<file path="config.mk">
export PLATFORM = sky130hd
export DESIGN_NAME = regfile_n
export DESIGN_NICKNAME = d
export VERILOG_FILES = /design/src/rtl/regfile_pkg.sv /design/src/rtl/regfile_clr_fsm.sv /design/src/rtl/regfile_n.sv
export SDC_FILE = /design/constraint.sdc
export NUM_CORES = 2
export LEC_CHECK = 0
export BUFFER_PORTS_ARGS = -buffer_cell sky130_fd_sc_hd__buf_2
export CAP_MARGIN = 20
export CORE_MARGIN = 2
export CORE_UTILIZATION = 45
export DETAILED_ROUTE_END_ITERATION = 6
export PLACE_DENSITY_LB_ADDON = 0.1
export SYNTH_ARGS = -nofsm -noshare
export SYNTH_HDL_FRONTEND = slang
export SYNTH_SLANG_ARGS = --single-unit
</file>
<file path="constraint.sdc">
create_clock -name clk -period 4.9 [get_ports clk]
set_input_delay 0.49 -clock clk [delete_from_list [all_inputs] [get_ports clk]]
set_output_delay 0.49 -clock clk [all_outputs]
set_load 0.02 [all_outputs]
</file>
<file path="src/rtl/regfile_pkg.sv">
// Shared definitions for the regfile_n register file: clear-sequencer state
// encoding, default geometry and an address range helper.
package regfile_pkg;

    localparam int DEFAULT_WIDTH = 32;
    localparam int DEFAULT_DEPTH = 32;

    typedef enum logic [0:0] {
        ST_IDLE  = 1'b0,
        ST_CLEAR = 1'b1
    } clr_state_t;

    // True when addr names a real entry; matters only for non-power-of-2 depths.
    function automatic logic addr_in_range(input int unsigned addr, input int unsigned depth);
        return addr < depth;
    endfunction

endpackage

</file>
<file path="src/rtl/regfile_clr_fsm.sv">
// Clear sequencer for regfile_n. On clr_req while idle it walks a pointer over
// every entry, one per cycle, asking the array to write zero at clr_addr.
module regfile_clr_fsm
    import regfile_pkg::*;
#(
    parameter int DEPTH  = DEFAULT_DEPTH,
    parameter int ADDR_W = $clog2(DEPTH)
) (
    input  logic              clk,
    input  logic              reset,
    input  logic              clr_req,
    output logic              busy,
    output logic              clr_we,
    output logic [ADDR_W-1:0] clr_addr
);

    localparam logic [ADDR_W-1:0] LAST_PTR = ADDR_W'(DEPTH - 1);

    clr_state_t        state_reg;
    clr_state_t        state_next;
    logic [ADDR_W-1:0] ptr_reg;
    logic [ADDR_W-1:0] ptr_next;

    // Next-state logic: clr_req is only looked at in idle, so a clear can never restart.
    always_comb begin
        state_next = state_reg;
        ptr_next   = ptr_reg;
        unique case (state_reg)
            ST_IDLE: begin
                if (clr_req) begin
                    state_next = ST_CLEAR;
                    ptr_next   = '0;
                end
            end
            ST_CLEAR: begin
                if (ptr_reg == LAST_PTR) begin
                    state_next = ST_IDLE;
                    ptr_next   = '0;
                end else begin
                    ptr_next = ptr_reg + 1'b1;
                end
            end
            default: begin
                state_next = ST_IDLE;
                ptr_next   = '0;
            end
        endcase
    end

    // State and pointer registers; reset abandons any clear in progress.
    always_ff @(posedge clk or negedge reset) begin
        if (!reset) begin
            state_reg <= ST_IDLE;
            ptr_reg   <= '0;
        end else begin
            state_reg <= state_next;
            ptr_reg   <= ptr_next;
        end
    end

    // busy is a straight decode of the state register, so it is glitch-free.
    assign busy     = (state_reg == ST_CLEAR);
    assign clr_we   = busy;
    assign clr_addr = ptr_reg;

endmodule

</file>
<file path="src/rtl/regfile_n.sv">
// regfile_n: one write port, two combinational read ports with write-to-read
// forwarding, and a built-in sequencer that zeroes the file one entry per cycle.
// Optional build macro ZERO_REG_EN makes entry 0 read as a constant zero and
// drops writes to it.
module regfile_n
    import regfile_pkg::*;
#(
    parameter  int WIDTH  = DEFAULT_WIDTH,
    parameter  int DEPTH  = DEFAULT_DEPTH,
    localparam int ADDR_W = $clog2(DEPTH)
) (
    input  logic              clk,
    input  logic              reset,
    input  logic              wr_en,
    input  logic [ADDR_W-1:0] wr_addr,
    input  logic [WIDTH-1:0]  wr_data,
    input  logic [ADDR_W-1:0] rd_addr_a,
    output logic [WIDTH-1:0]  rd_data_a,
    input  logic [ADDR_W-1:0] rd_addr_b,
    output logic [WIDTH-1:0]  rd_data_b,
    input  logic              clr_req,
    output logic              busy
);

    logic [WIDTH-1:0]  entry_reg [DEPTH];
    logic [DEPTH-1:0]  entry_we;
    logic              clr_we;
    logic [ADDR_W-1:0] clr_addr;
    logic              ext_we;
    logic              sel_we;
    logic [ADDR_W-1:0] sel_addr;
    logic [WIDTH-1:0]  sel_data;

    regfile_clr_fsm #(
        .DEPTH  (DEPTH),
        .ADDR_W (ADDR_W)
    ) u_clr_fsm (
        .clk      (clk),
        .reset    (reset),
        .clr_req  (clr_req),
        .busy     (busy),
        .clr_we   (clr_we),
        .clr_addr (clr_addr)
    );

    // A write from outside lands only when idle and aimed at a real, writable entry.
    // The same qualifier gates forwarding, so a dropped write is never forwarded.
    always_comb begin
        ext_we = wr_en && !busy && addr_in_range(32'(wr_addr), DEPTH);
`ifdef ZERO_REG_EN
        if (wr_addr == '0) begin
            ext_we = 1'b0;
        end
`endif
    end

    // While clearing, the sequencer owns the write port and always writes zero.
    assign sel_we   = busy ? clr_we   : ext_we;
    assign sel_addr = busy ? clr_addr : wr_addr;
    assign sel_data = busy ? '0       : wr_data;

    generate
        for (genvar gi = 0; gi < DEPTH; gi++) begin : g_entry_we
            assign entry_we[gi] = sel_we && (sel_addr == ADDR_W'(gi));
        end
    endgenerate

    // Storage: per-entry enabled registers. Under ZERO_REG_EN entry 0 is only ever
    // written with zero (by the clear walk), so it stays zero from reset onward.
    always_ff @(posedge clk or negedge reset) begin
        if (!reset) begin
            for (int i = 0; i < DEPTH; i++) begin
                entry_reg[i] <= '0;
            end
        end else begin
            for (int i = 0; i < DEPTH; i++) begin
                if (entry_we[i]) begin
                    entry_reg[i] <= sel_data;
                end
            end
        end
    end

    // Read port A: array lookup (out-of-range reads zero), then same-cycle forwarding.
    always_comb begin
        rd_data_a = '0;
        for (int i = 0; i < DEPTH; i++) begin
            if (rd_addr_a == ADDR_W'(i)) begin
                rd_data_a = entry_reg[i];
            end
        end
        if (ext_we && (rd_addr_a == wr_addr)) begin
            rd_data_a = wr_data;
        end
`ifdef ZERO_REG_EN
        if (rd_addr_a == '0) begin
            rd_data_a = '0;
        end
`endif
    end

    // Read port B: identical to port A, forwarding decided independently.
    always_comb begin
        rd_data_b = '0;
        for (int i = 0; i < DEPTH; i++) begin
            if (rd_addr_b == ADDR_W'(i)) begin
                rd_data_b = entry_reg[i];
            end
        end
        if (ext_we && (rd_addr_b == wr_addr)) begin
            rd_data_b = wr_data;
        end
`ifdef ZERO_REG_EN
        if (rd_addr_b == '0) begin
            rd_data_b = '0;
        end
`endif
    end

endmodule

</file>
**Word level (Yosys, flattened, before mapping)**

Index checks and enable logic that the tools add are counted.

- Add/subtract/negate cells: 1
- Eq/ne operators: 97
- Reductions and logical operators: 39
- Bitwise operators: 1
- Multiplexer cells: 75

Operators by type and width:

| kind | count |
|---|---|
| two-way mux 32 bit | 67 |
| equality test 5 bit, second input constant | 49 |
| equality test 5 x 4 -> 1 bit, second input constant | 24 |
| equality test 5 x 3 -> 1 bit, second input constant | 12 |
| logical AND 1 bit | 35 |
| equality test 5 x 2 -> 1 bit, second input constant | 6 |
| equality test 5 x 1 -> 1 bit, second input constant | 3 |
| zero test 5 bit | 3 |
| two-way mux 5 bit | 3 |
| equality test 5 bit | 2 |
| one-hot mux 5 bit (2 select lines) | 1 |
| adder 5 x 1 -> 5 bit, second input constant | 1 |
| two-way mux 1 bit | 3 |
| != test 2 bit, second input constant | 1 |
| one-hot mux 1 bit (2 select lines) | 1 |
| zero test 1 bit | 1 |
| NOT 1 bit | 1 |

- Register bits after elaboration: 1030
- Input port bits: 51
- Word-level logic and storage cells: 247

**Longest topological paths before layout**

- Depth in word-level cells: 34
- Depth in mapped cells: 12
- Gate-level depth less buffers: 7

**Modules after synthesis**

A second synthesis with hierarchy kept.

- Cells, all modules: 6877
- Area, all modules: 57559.0 µm²

Modules (own cells, without submodules):

| module | area an instance (µm²) | cells an instance | times used | sequential area each (µm²) |
|---|---|---|---|---|
| regfile_n | 57257.4 | 6850 | 1 | 25624.6 |
| regfile_clr_fsm | 301.5 | 27 | 1 | 150.1 |

**Worst setup path after synthesis**

Ideal clock, no wire load.

- Kind: in2out
- Start: in rd_addr_a[0]
- End: out rd_data_a[3]
- Setup slack: 1.919 ns
- Arrival time: 2.491 ns
- Stages on the path: 8
- Required time: 4.410 ns
- Path buffers: 1
- Cells stage by stage: buf_4 > or4b_1 > a21oi_2 > a211oi_1 > a211o_1 > a21oi_1 > o21ai_1 > a211oi_1

- Cells in the longest elaborated chain, start to end: 34
- Elaborated cells between the ends (all ways): 67

Ends and longest elaborated chain:

| item | RTL line | source |
|---|---|---|
| from (decl) | regfile_n.sv:17 | `input logic [ADDR_W-1:0] rd_addr_a,` |
| zero test 5 bit | regfile_n.sv:88 | `if (rd_addr_a == ADDR_W'(i)) begin` |
| two-way mux 32 bit (32 in series) | regfile_n.sv:88 |  |
| two-way mux 32 bit (*) | regfile_n.sv:92 | `if (ext_we && (rd_addr_a == wr_addr)) begin` |
| to (decl) | regfile_n.sv:18 | `output logic [WIDTH-1:0] rd_data_a,` |

Every way passes the cells marked *; elsewhere a longest branch is shown, timed or not.

**Worst setup path in the final report**

- Start: in rd_addr_a[2]
- End: out rd_data_a[6]

Same word-level chain as after synthesis.

==> flow_summary.ini <==
[job]
drv_cap = 0

[timing]
worst_slew_pin_slew_ns = 1.61
fmax_mhz = 198
hold_violations = 0
period_minus_slack_ns = 5.06
rsz0062_at_grt = false
slew_violations = 1
setup_slack_ns = -0.159
timing.final.crit_share_pct = 103
timing.hold.ws_ns = 0.0492
setup_viol_count_final = 6
slew_headroom_pct = -7.15
finalClockSkew_ns = 0.0418

[die]
start_util_pct = 45.3
core_um2 = 125000
rows = 130
ios = 116
fp.dieH_um = 359
dieArea_um2 = 129000
fp.dieW_um = 359

[synthesis]
yosysTopAreaCellShare_pct = 45.4
synth_top_area_cell = dfrtp_1
avgSynthCellArea_um2 = 8.38
synth_seq_area_share_pct = 45.4
synth_area_leaders = dfrtp_1 45%, o21ai_0 12%, nand2_1 8.8%
ys_warn_count = 0
ys_ff_latch = 1030
synth_fp_nets = 6825
yosys_most_used_dff = dfrtp_1
syn-cell-area_um2 = 56800
synth-edff-count = 0
ys_async_sr_fraction_pct = 100
ys_types = 102
postSynthCellCount = 6772

[pwr]
p_seq_share_pct = 45.6
p_leak_nw = 27.9
power_switching_mw = 14.7
clockPowerShare_pct = 27.1
powerDensity_nw_per_um2 = 531
p_int_mw = 19.8
pwr-share-comb_pct = 27.3
peakVddDrop_uv = 437
swShare_pct = 42.5

[worst_setup_path]
cp-startpoint = rd_addr_a[2]
worstSetupPathType = in2out
path_max_fanout = 25
endpoint_kind = output pin
critPathArrivalTime_ns = 4.57
r2r-start = u_clr_fsm.busy
critPathRequiredTime_ns = 4.41
cp-start-kind = input port

[layout]
final_cells = 8646
finalNetCount = 6930
syn2layout_area_growth_pct = 14.5
layout-drive-gt1-share_pct = 14.9
final_common_cell = o21ai_0
largest_reg_flops = 1024
layout_common_cells = 1330 x o21ai_0, 1296 x nand2_1, 1029 x dfrtp_1

[detailed_routing]
routed_via_density = 7.17
drtPass1Iterations = 7
wl_mm = 345
drc = 56
routed-via-count = 62000
postRouteAntennaNets = 0
first_iter_violations = 11300
wl_per_cell_um = 39.9

[grt]
grt_max_degree = 125
antenna_found_initial = 50
overflow = 0
grt_usage_pct = 52.2
grt_pass1_vias = 56700
grt_pass1_wl_mm = 472

[place]
gp_congestion = 1.11
dp.cells = 8404
dp_hpwl_mm = 253
portBuffers = 115

[outcome]
status = finished, violations left
violations = design-rule violations, max-slew violations, negative setup slack

[cts]
clk_pin_slew_worst_paths_ns = 0.06
cts.sink_count = 1030
clock-root-buffer = clkbuf_16
postCtsSetupBuffers = 0
cts_max_level = 3
cts_tree = yes
worstSkewPairLatency_ns = 0.81
clockBufferDepth = 3
cts_buffers = 117

[hold_path]
min_from = wr_data[25]
hp-class = in2reg
-- power groups by stage --
stage | sequential [mW] | clock (mW) | combinational, mW
detailed placement | 15.5 | 0 | 9.05
finish | 15.7 | 9.34 | 9.43
global route | 15.9 | 9.62 | 10.1
CTS | 15.4 | 9.31 | 9.03
global placement | 15.5 | 0 | 8.80
floorplan | 13.7 | 0 | 5.44
-- cell usage after synthesis, drive strengths merged (43+ instances only) --
| master | count |
|---|---|
| o221ai | 81 |
| nand2b | 71 |
| a22oi | 155 |
| dfrtp | 1030 |
| nor3 | 77 |
| nand3 | 75 |
| a221oi | 66 |
| a211oi | 46 |
| nor2 | 332 |
| a21oi | 422 |
| a222oi | 43 |
| o21ai | 1386 |
| mux2 | 52 |
| buf | 255 |
| mux2i | 87 |
| o22ai | 226 |
| clkbuf | 402 |
| nand2 | 1333 |
-- through the flow --
step | worst slack (ns) | util, % | power (mW) | setup TNS (ns) | instance area [um2]
floorplan | 1.92 | - | 19.1 | 0 | 56800
finish | -0.159 | 51.8 | 34.5 | -0.458 | 65000
global placement | -0.0605 | 48.6 | 24.3 | -0.0605 | 60900
global route | 0.104 | 51.8 | 35.6 | 0 | 65000
CTS | 0.126 | 51.8 | 33.8 | 0 | 64900
detailed placement | 0.00367 | 48.6 | 24.6 | 0 | 60900
-- final timing paths --
check                                        endpoint  slack (ns)  cells past startpoint
worst max register to register         entry_reg[798]        1.37                      9
worst max-delay path                     rd_data_a[6]       -0.16                     11
min in group asynchronous       u_clr_fsm.clr_addr[4]        0.33                      2
worst min register to register         entry_reg[562]        0.50                      2
worst min-delay path                    entry_reg[57]        0.05                      3
max in group asynchronous              entry_reg[170]        3.24                      3
-- repair_timing --
item / CTS / global route
endpoints found under the setup margin: 1 / 2
hold buffers: 2 / 0
endpoints found under the hold margin: 55 / 0
gates resized for setup: 1 / 2
-- cell type report --
class / count / area (um2)
clock inverter: 56 / 701
tap: 1650 / 2060
fill: 12100 / 60400
sequential: 1030 / 25800
inverter: 35 / 131
multi-input combinational: 5050 / 28100
timing repair buffer: 643 / 4920
antenna: 23 / 57.6
clock buffer: 159 / 3280
-- worst max-delay path: stages --
cell and delay, ns:
buf_4 0.31, buf_4 0.41, nand4b_1 0.86, nor2_1 0.71, a221oi_1 0.16, o21ai_0 0.35
o21a_1 0.23, o31ai_1 0.09, buf_4 0.19, a221oi_1 0.46, buf_2 0.26
-- per-layer routing --
metal  part of all wire [%]  vias up  track usage [%]  wire, um
met4                    7.7       34             32.0     26700
met5                   0.11        -             1.04       396
li1                       -    24800                -         -
met3                     16     1331             21.7     54200
met2                     39     5489             71.1    136000
met1                     37    30400             68.3    128000
-- logic make-up after synthesis --
logic type	count (synthesis)	synth area share, %
AO/OA/AOI/OAI	2810	29.8
XOR/XNOR	12	0.185
adder cells (fa/ha/maj)	2	0.0441
buffers and inverters	692	5.47
flip-flops	1030	45.4
multiplexers	157	3.28
AND/OR/NAND/NOR	2069	15.8
Power figures use the tool's default switching activity.
